<file path="src/rtl/pipelined_adder.sv">
// Segmented add/subtract pipeline: one WIDTH/STAGES-bit lookahead slice per stage,
// carry handed forward through stage registers, whole-pipe valid/ready stall.
module pipelined_adder #(
  parameter int WIDTH  = 32,
  parameter int STAGES = 2
) (
  input  logic             i_clock,
  input  logic             i_reset,
  input  logic             i_valid,
  output logic             o_ready,
  input  logic [WIDTH-1:0] i_operandA,
  input  logic [WIDTH-1:0] i_operandB,
  input  logic             i_carry,
  input  logic             i_sub,
  output logic             o_valid,
  input  logic             i_ready,
  output logic [WIDTH-1:0] o_result,
  output logic             o_carry,
  output logic             o_overflow,
  output logic             o_zero
);

  localparam int SEG = WIDTH / STAGES;
  localparam int DQ  = (STAGES > 1) ? STAGES - 1 : 1;

  generate
    if (STAGES < 1 || STAGES > 8 || (WIDTH % STAGES) != 0) begin : g_bad_params
      $error("pipelined_adder: STAGES must be 1..8 and divide WIDTH");
    end
  endgenerate

  logic [STAGES-1:0] valid_q, cy_q, sub_q;
  logic              msb_c_q;
  logic [WIDTH-1:0]  res_q [STAGES];
  logic [WIDTH-1:0]  a_q   [DQ];
  logic [WIDTH-1:0]  b_q   [DQ];

  logic [WIDTH-1:0]  a_in   [STAGES];
  logic [WIDTH-1:0]  b_in   [STAGES];
  logic [WIDTH-1:0]  res_in [STAGES];
  logic [WIDTH-1:0]  res_nx [STAGES];
  logic [STAGES-1:0] valid_in, cin_in, sub_in, cy_nx;
  logic              msb_c_nx;
  logic              adv;

  // Kogge-Stone prefix over one segment; returns carries c[0]=cin .. c[SEG]=carry-out.
  function automatic logic [SEG:0] cla(input logic [SEG-1:0] a, input logic [SEG-1:0] b,
                                       input logic cin);
    logic [SEG-1:0] gg, pp, gn, pn;
    logic [SEG:0]   c;
    gg = a & b;
    pp = a ^ b;
    for (int unsigned d = 1; d < SEG; d = d * 2) begin
      gn = gg;
      pn = pp;
      for (int unsigned i = d; i < SEG; i++) begin
        gn[i] = gg[i] | (pp[i] & gg[i-d]);
        pn[i] = pp[i] & pp[i-d];
      end
      gg = gn;
      pp = pn;
    end
    c[0] = cin;
    for (int unsigned i = 0; i < SEG; i++) c[i+1] = gg[i] | (pp[i] & cin);
    return c;
  endfunction

  assign adv = ~valid_q[STAGES-1] | i_ready;

  always_comb begin
    logic [SEG-1:0] as, bs;
    logic [SEG:0]   c;
    msb_c_nx = 1'b0;
    cy_nx    = '0;
    valid_in = '0;
    cin_in   = '0;
    sub_in   = '0;
    for (int unsigned k = 0; k < STAGES; k++) begin
      if (k == 0) begin
        // Subtract folds into add: A + ~B + ~borrow_in.
        a_in[k]     = i_operandA;
        b_in[k]     = i_sub ? ~i_operandB : i_operandB;
        res_in[k]   = '0;
        valid_in[k] = i_valid;
        cin_in[k]   = i_carry ^ i_sub;
        sub_in[k]   = i_sub;
      end else begin
        a_in[k]     = a_q[k-1];
        b_in[k]     = b_q[k-1];
        res_in[k]   = res_q[k-1];
        valid_in[k] = valid_q[k-1];
        cin_in[k]   = cy_q[k-1];
        sub_in[k]   = sub_q[k-1];
      end
      as = a_in[k][k*SEG +: SEG];
      bs = b_in[k][k*SEG +: SEG];
      c  = cla(as, bs, cin_in[k]);
      res_nx[k] = res_in[k];
      res_nx[k][k*SEG +: SEG] = as ^ bs ^ c[SEG-1:0];
      cy_nx[k] = c[SEG];
      if (k == STAGES - 1) msb_c_nx = c[SEG-1];
    end
  end

  always_ff @(posedge i_clock or negedge i_reset) begin
    if (!i_reset) begin
      valid_q <= '0;
      cy_q    <= '0;
      sub_q   <= '0;
      msb_c_q <= 1'b0;
      for (int unsigned k = 0; k < STAGES; k++) res_q[k] <= '0;
      for (int unsigned k = 0; k < DQ; k++) begin
        a_q[k] <= '0;
        b_q[k] <= '0;
      end
    end else if (adv) begin
      valid_q <= valid_in;
      cy_q    <= cy_nx;
      sub_q   <= sub_in;
      msb_c_q <= msb_c_nx;
      res_q   <= res_nx;
      for (int unsigned k = 0; k + 1 < STAGES; k++) begin
        a_q[k] <= a_in[k];
        b_q[k] <= b_in[k];
      end
    end
  end

  assign o_ready    = adv;
  assign o_valid    = valid_q[STAGES-1];
  assign o_result   = res_q[STAGES-1];
  assign o_carry    = cy_q[STAGES-1] ^ sub_q[STAGES-1];
  assign o_overflow = msb_c_q ^ cy_q[STAGES-1];
  // Gated with valid so the flag reads 0 while the pipe is in reset or empty.
  assign o_zero     = valid_q[STAGES-1] & ~|res_q[STAGES-1];

endmodule

</file>
<file path="config.mk">
export PLATFORM = sky130hd
export DESIGN_NAME = pipelined_adder
export DESIGN_NICKNAME = d
export VERILOG_FILES = /design/src/rtl/pipelined_adder.sv
export SDC_FILE = /design/constraint.sdc
export NUM_CORES = 1
export LEC_CHECK = 0
export ABC_AREA = 1
export ABC_CLOCK_PERIOD_IN_PS = 1750
export CAP_MARGIN = 20
export CORE_MARGIN = 5
export CORE_UTILIZATION = 45
export CTS_BUF_LIST = sky130_fd_sc_hd__clkbuf_8
export DETAILED_ROUTE_END_ITERATION = 8
export PLACE_DENSITY = 0.66
export REMOVE_ABC_BUFFERS = 1
export SLEW_MARGIN = 20
export SYNTH_ARGS = -nofsm -noshare
export SYNTH_HDL_FRONTEND = slang
export SYNTH_SLANG_ARGS = --single-unit
</file>
<file path="constraint.sdc">
create_clock -name i_clock -period 1.75 [get_ports i_clock]
set_input_delay 0.35 -clock i_clock [delete_from_list [all_inputs] [get_ports i_clock]]
set_output_delay 0.35 -clock i_clock [all_outputs]
set_load 0.02 [all_outputs]
</file>
# Word level (Yosys, flattened, before mapping)
# Index checks and enable logic that the tools add are counted.
[word_totals]
regBits = 119
latch_bits = 0
ram_bits = 0
rom_bits = 0
out_inout_bits = 37
elab_cells = 382
memories = 0
[op_classes]
n_addsub = 0
n_mul = 0
n_div = 0
magnitude_cmp = 0
eq_ne = 0
shift = 0
mux = 1
bitwise = 371
reduce_logical = 2
[op_table]
columns = ["operator", "count"]
rows = [
  ["$and A1 B1 Y1", 229],
  ["$or A1 B1 Y1", 131],
  ["$xor A16 B16 Y16", 4],
  ["$and A16 B16 Y16", 2],
  ["$mux W32", 1],
  ["$not A32 Y32", 1],
  ["$reduce_or A32 Y1", 1],
  ["$xor A1 B1 Y1", 3],
  ["$logic_not A1 Y1", 1],
  ["$not A1 Y1", 1],
]

# Longest topological paths before layout
[logic_depth]
depth_word = 12
mapped_depth = 15

# Least setup slack after synthesis
# Ideal clock, no wire load.
[synth_timing]
path_kind = "input to register"
startpoint = "input i_sub"
endpoint = "register res_q, in the netlist res_in[15]"
arrival_time_ps = 1957
path_slack_ps = -325
cell_stages = 14
path_buffers = 2
path_cell_list = "buf_4 buf_2 xnor2_1 inv_1 ha_1 nand2_1 nor2_1 nand3_1 nand3_2 nand2_1 nand2_1 nand2_1 nand3_1 nand2_1"
[synth_via]
elab_chain_cells = 11
word_cells_on_any_way = 49
[synth_rtl]
columns = ["element", "line", "source"]
rows = [
  ["start, declared", "14", "input logic i_sub,"],
  ["$mux W32", "82", "b_in[k] = i_sub ? ~i_operandB : i_operandB;"],
  ["$xor A16 B16 Y16 or $and A16 B16 Y16 (tied branches)", "52, 99, 51", ""],
  ["$and A1 B1 Y1 (on tied branches)", "57, 58", ""],
  ["$or A1 B1 Y1 or $and A1 B1 Y1 (tied branches)", "57", "gn[i] = gg[i] | (pp[i] & gg[i-d]);"],
  ["$and A1 B1 Y1 or $or A1 B1 Y1 (tied branches)", "57", ""],
  ["$or A1 B1 Y1 or $and A1 B1 Y1 (tied branches)", "57", ""],
  ["$and A1 B1 Y1 or $or A1 B1 Y1 (tied branches)", "57", ""],
  ["$or A1 B1 Y1 or $and A1 B1 Y1 (tied branches)", "57", ""],
  ["$or A1 B1 Y1", "57", ""],
  ["$or A1 B1 Y1", "64", "for (int unsigned i = 0; i < SEG; i++) c[i+1] = gg[i] | (pp[i] & cin);"],
  ["$xor A16 B16 Y16 *", "99", "res_nx[k][k*SEG +: SEG] = as ^ bs ^ c[SEG-1:0];"],
  ["end signal, assigned", "121", "res_q <= res_nx;"],
  ["end, declared", "34", "logic [WIDTH-1:0] res_q [STAGES];"],
]
# Every way passes the cells marked *; elsewhere a longest branch is shown, timed or not.
# A chain may end at the register's enable or synchronous reset.

# Worst setup path in the final report
[layout_timing]
startpoint = "register res_q, in the netlist o_result[16]"
endpoint = "output o_zero"
[layout_via]
elab_chain_cells = 3
[layout_rtl]
columns = ["element", "line", "source"]
rows = [
  ["$reduce_or A32 Y1", "135", "assign o_zero = valid_q[STAGES-1] & ~|res_q[STAGES-1];"],
  ["$logic_not A1 Y1", "135", ""],
  ["$and A1 B1 Y1", "135", ""],
  ["end, declared", "20", "output logic o_zero"],
]
# Every way passes these cells.

==> flow_summary.ini <==
[run_status]
status = complete, but fails checks
violations = negative setup slack

[drt]
wl_um = 18170
avgViaCountPerCell = 4.953
highest_layer = met4
drcViolationCount = 0
wl_met1_um = 7267
wl_met3_um = 888
postRouteAntennaNets = 0
drt-pass1-iter-count = 5
drt_iter0_drc = 364
vias = 5953
met2_length_um = 9548
wire_per_inst_um = 15.11

[die]
die_x_um = 123.6
dieArea_mm2 = 0.01528
num_rows = 41
die_h_um = 123.6
io_pins = 107
start_util_pct = 46.04
coreArea_mm2 = 0.01262

[clock_network]
clock_sinks = 87
tritoncts = built
clkSlewWorstSetupHoldPaths_ns = 0.09
htreeDepth = 3
root_buffer = clkbuf_8
clk_latency_ns = 0.37
cts_buffer_depth = 2
cts-buffers-inserted = 9

[place]
dp_cells = 1159
port_buffers = 106
hpwl_um = 12830
routabilityCongestion = 0.8800

[sta]
worstMarginPinSlew_ns = 0.3789
setup_tns_ns = -0.3226
setup-violations-final = 3
rsz0062_at_grt = yes
hold_viol_final = 0
clock_skew_ns = 0.01088
setup_ws_ns = -0.3016
fin_crit_ns = 2.052
fmax_mhz = 487.4
drv_slew = 0
fin_crit_sh_pct = 117.2
relSlewSlack_pct = 74.74

[critical_path]
slowest_stage = dfrtp_1
reg2reg_to = o_result[31]
crit_family = simple AND/OR/NAND/NOR gates
reg2reg_depth = 10
cp_max_fo = 2
path_class = register to output port
cp.required_ns = 1.40
cp-start-kind = register
worst-path-buf-inv = 1
regToRegSetupSlack_ns = 0.09
cp_data_arrival_time_ns = 1.70
reg2reg_from = b_q[22]
end_kind = output port
crit_chain = nor2_1 -> nand2_1 -> nor4_1 -> nand3_1 -> nor3_1 -> buf_2
critPathMaxStageDelay_ns = 0.40

[power]
leakagePower_nw = 4.482
powerDensity_mw_per_mm2 = 1041
comb_power_share_pct = 54.0
power.clock.fraction_pct = 14.0
p_sw_mw = 3.727
p_int_mw = 5.418
max-vdd-ir-drop_uv = 549.5
pwr-share-seq_pct = 32.0
swShare_pct = 40.75

[cells_and_area]
final_net_count = 1130
fillCellCount = 1040
final_util_pct = 69.62
multi_input_area_mm2 = 0.003851
drive_gt1_share_pct = 26.02
syn_to_final_growth_pct = 51.21
final-instance-count-excl-fill = 1202
area.sequential_mm2 = 0.002177
n_antenna_cell = 0

[logic_synthesis]
async_flop_share_pct = 100.0
ys.warnings.count = 0
synth_cells = 812
synth_seq_cells = 87
ys_seq_area_share_pct = 37.47
synthFlopType = dfrtp_1
synth_edf_count = 0
synth.distinct_cells = 34
syn_area_mm2 = 0.005811
syn_avg_cell_area_um2 = 7.156

[global_route]
grt_pass1_wl_um = 27500
grt_use_total_pct = 22.87
grt_pass1_vias = 5940
grt_max_degree = 44
antenna_found_initial = 0
grt_overflow = 0

[job]
max_cap_violations = 0

[min_path]
hp-class = primary input to async pin
-- flip-flops by register name (all words and copies together), names as in the netlist --
signal    count
o_result     32
sub_q         2
a_q          16
valid_q       2
msb_c_q       1
res_in       16
b_q          16
cy_q          2
-- stage by stage --
step,setup slack (ns),hold slack (ns),area [um^2],power [mW]
after global routing,-0.3922,0.4451,8786,9.835
final,-0.3016,0.4233,8786,9.145
after floorplan,-1.015,0.05441,5707,5.201
after CTS,-0.3568,0.3988,8250,8.777
after global placement,-0.5530,0.2529,7696,7.353
after detailed placement,-0.5882,0.2571,7696,7.431
-- how the worst max path moves through the flow --
stage	from	to	slack [ns]	cells past startpoint
6_report	o_result[16]	o_zero	-0.30	6
4_1_cts	o_result[10]	o_zero	-0.36	6
3_3_place_gp	i_operandB[9]	res_in[11]	-0.55	11
3_5_place_dp	i_operandB[7]	res_in[9]	-0.59	10
2_1_floorplan	valid_q[1]	res_in[7]	-1.01	5
5_1_grt	o_result[8]	o_zero	-0.39	6
-- worst reg2reg max path, cell delays in order (launching register included) --
cell,delay (ns)
dfrtp_1,0.43
ha_4,0.31
nand2_1,0.08
nor2_2,0.19
nand3_1,0.11
nand3_2,0.12
nand2_2,0.09
nand2_1,0.07
nand2_1,0.04
nand3_1,0.06
nand2_1,0.05
-- power groups by stage --
stage          clock (mW)  sequential (mW)  combinational (mW)
2_1_floorplan           0             3.28                1.92
3_3_place_gp            0             2.90                4.46
3_5_place_dp            0             2.92                4.51
4_1_cts              1.32             2.90                4.55
5_1_grt              1.41             3.00                5.43
6_report             1.28             2.93                4.94
-- routing by layer --
| layer | up-vias | GRT usage (%) |
|---|---|---|
| li1 | 2984 | - |
| met1 | 2772 | 26.88 |
| met2 | 157 | 42.48 |
| met3 | 40 | 4.314 |
| met4 | 0 | 6.021 |
| met5 | - | 0 |
-- cell families (layout without fill, tap and decap cells) --
group | after synthesis | after routing | synth area share, %
buf+inv | 118 | 336 | 7.989
fa+ha+maj | 35 | 35 | 7.795
simple gates | 442 | 442 | 32.32
compound gates | 84 | 84 | 7.494
xor+xnor | 46 | 46 | 6.934
flops | 87 | 87 | 37.47
-- cells in the final DEF, fill, tap and decap left out, types with 2 or more instances in the layout --
cell               n
nand2_1          272
buf_4            109
dfrtp_1           87
inv_1             84
clkdlybuf4s50_1   51
nand3_1           44
dlygate4sd2_1     41
o21ai_0           39
nor2_1            34
nand2_2           28
xnor2_1           25
ha_4              22
xor2_1            15
inv_2             14
a21oi_2           14
a21oi_1           13
nand3_2           11
clkbuf_8          11
nand2_4           10
ha_1              10
nand4_1            9
o21ai_1            9
dlymetal6s2s_1     9
nor2_4             8
nor2_2             8
buf_6              5
xor2_2             4
nor3_1             4
nor3_2             3
nor3_4             3
buf_12             3
nand3_4            2
a21oi_4            2
o21bai_1           2
o211ai_1           2
fa_1               2
clkinvlp_4         2
buf_16             2
-- repair_timing --
action	CTS	global route
gates cloned	2	0
hold buffers	1	0
setup buffers	12	12
endpoints found under the setup margin	49	34
endpoints found under the hold margin	19	0
resized for setup	121	92
pin swaps	66	35
-- synth_stat cells, drive strengths merged, types with 2 or more instances --
library cell    n  area, um^2
nor3           10       50.05
dfrtp          87        2177
fa              2       40.04
nand4           9       56.30
o21ai          48       240.2
clkbuf          8       30.03
o21bai          2       15.01
nand3          57       315.3
nand2         311        1207
nor2           50       215.2
ha             33       412.9
inv            96       360.3
xor2           20       175.2
buf            14       73.81
a21oi          29       145.1
xnor2          26       227.7
o211ai          2       15.01
-- cell type report --
type,instances,share of cell area (%)
repair buffers,224,22.79
well taps,172,2.449
multi-input cells,607,43.83
clock buffers,11,1.723
clock inverters,5,0.2991
inverters,96,4.130
flip-flops and latches,87,24.78
No activity file was read; power rests on OpenSTA's default activity.
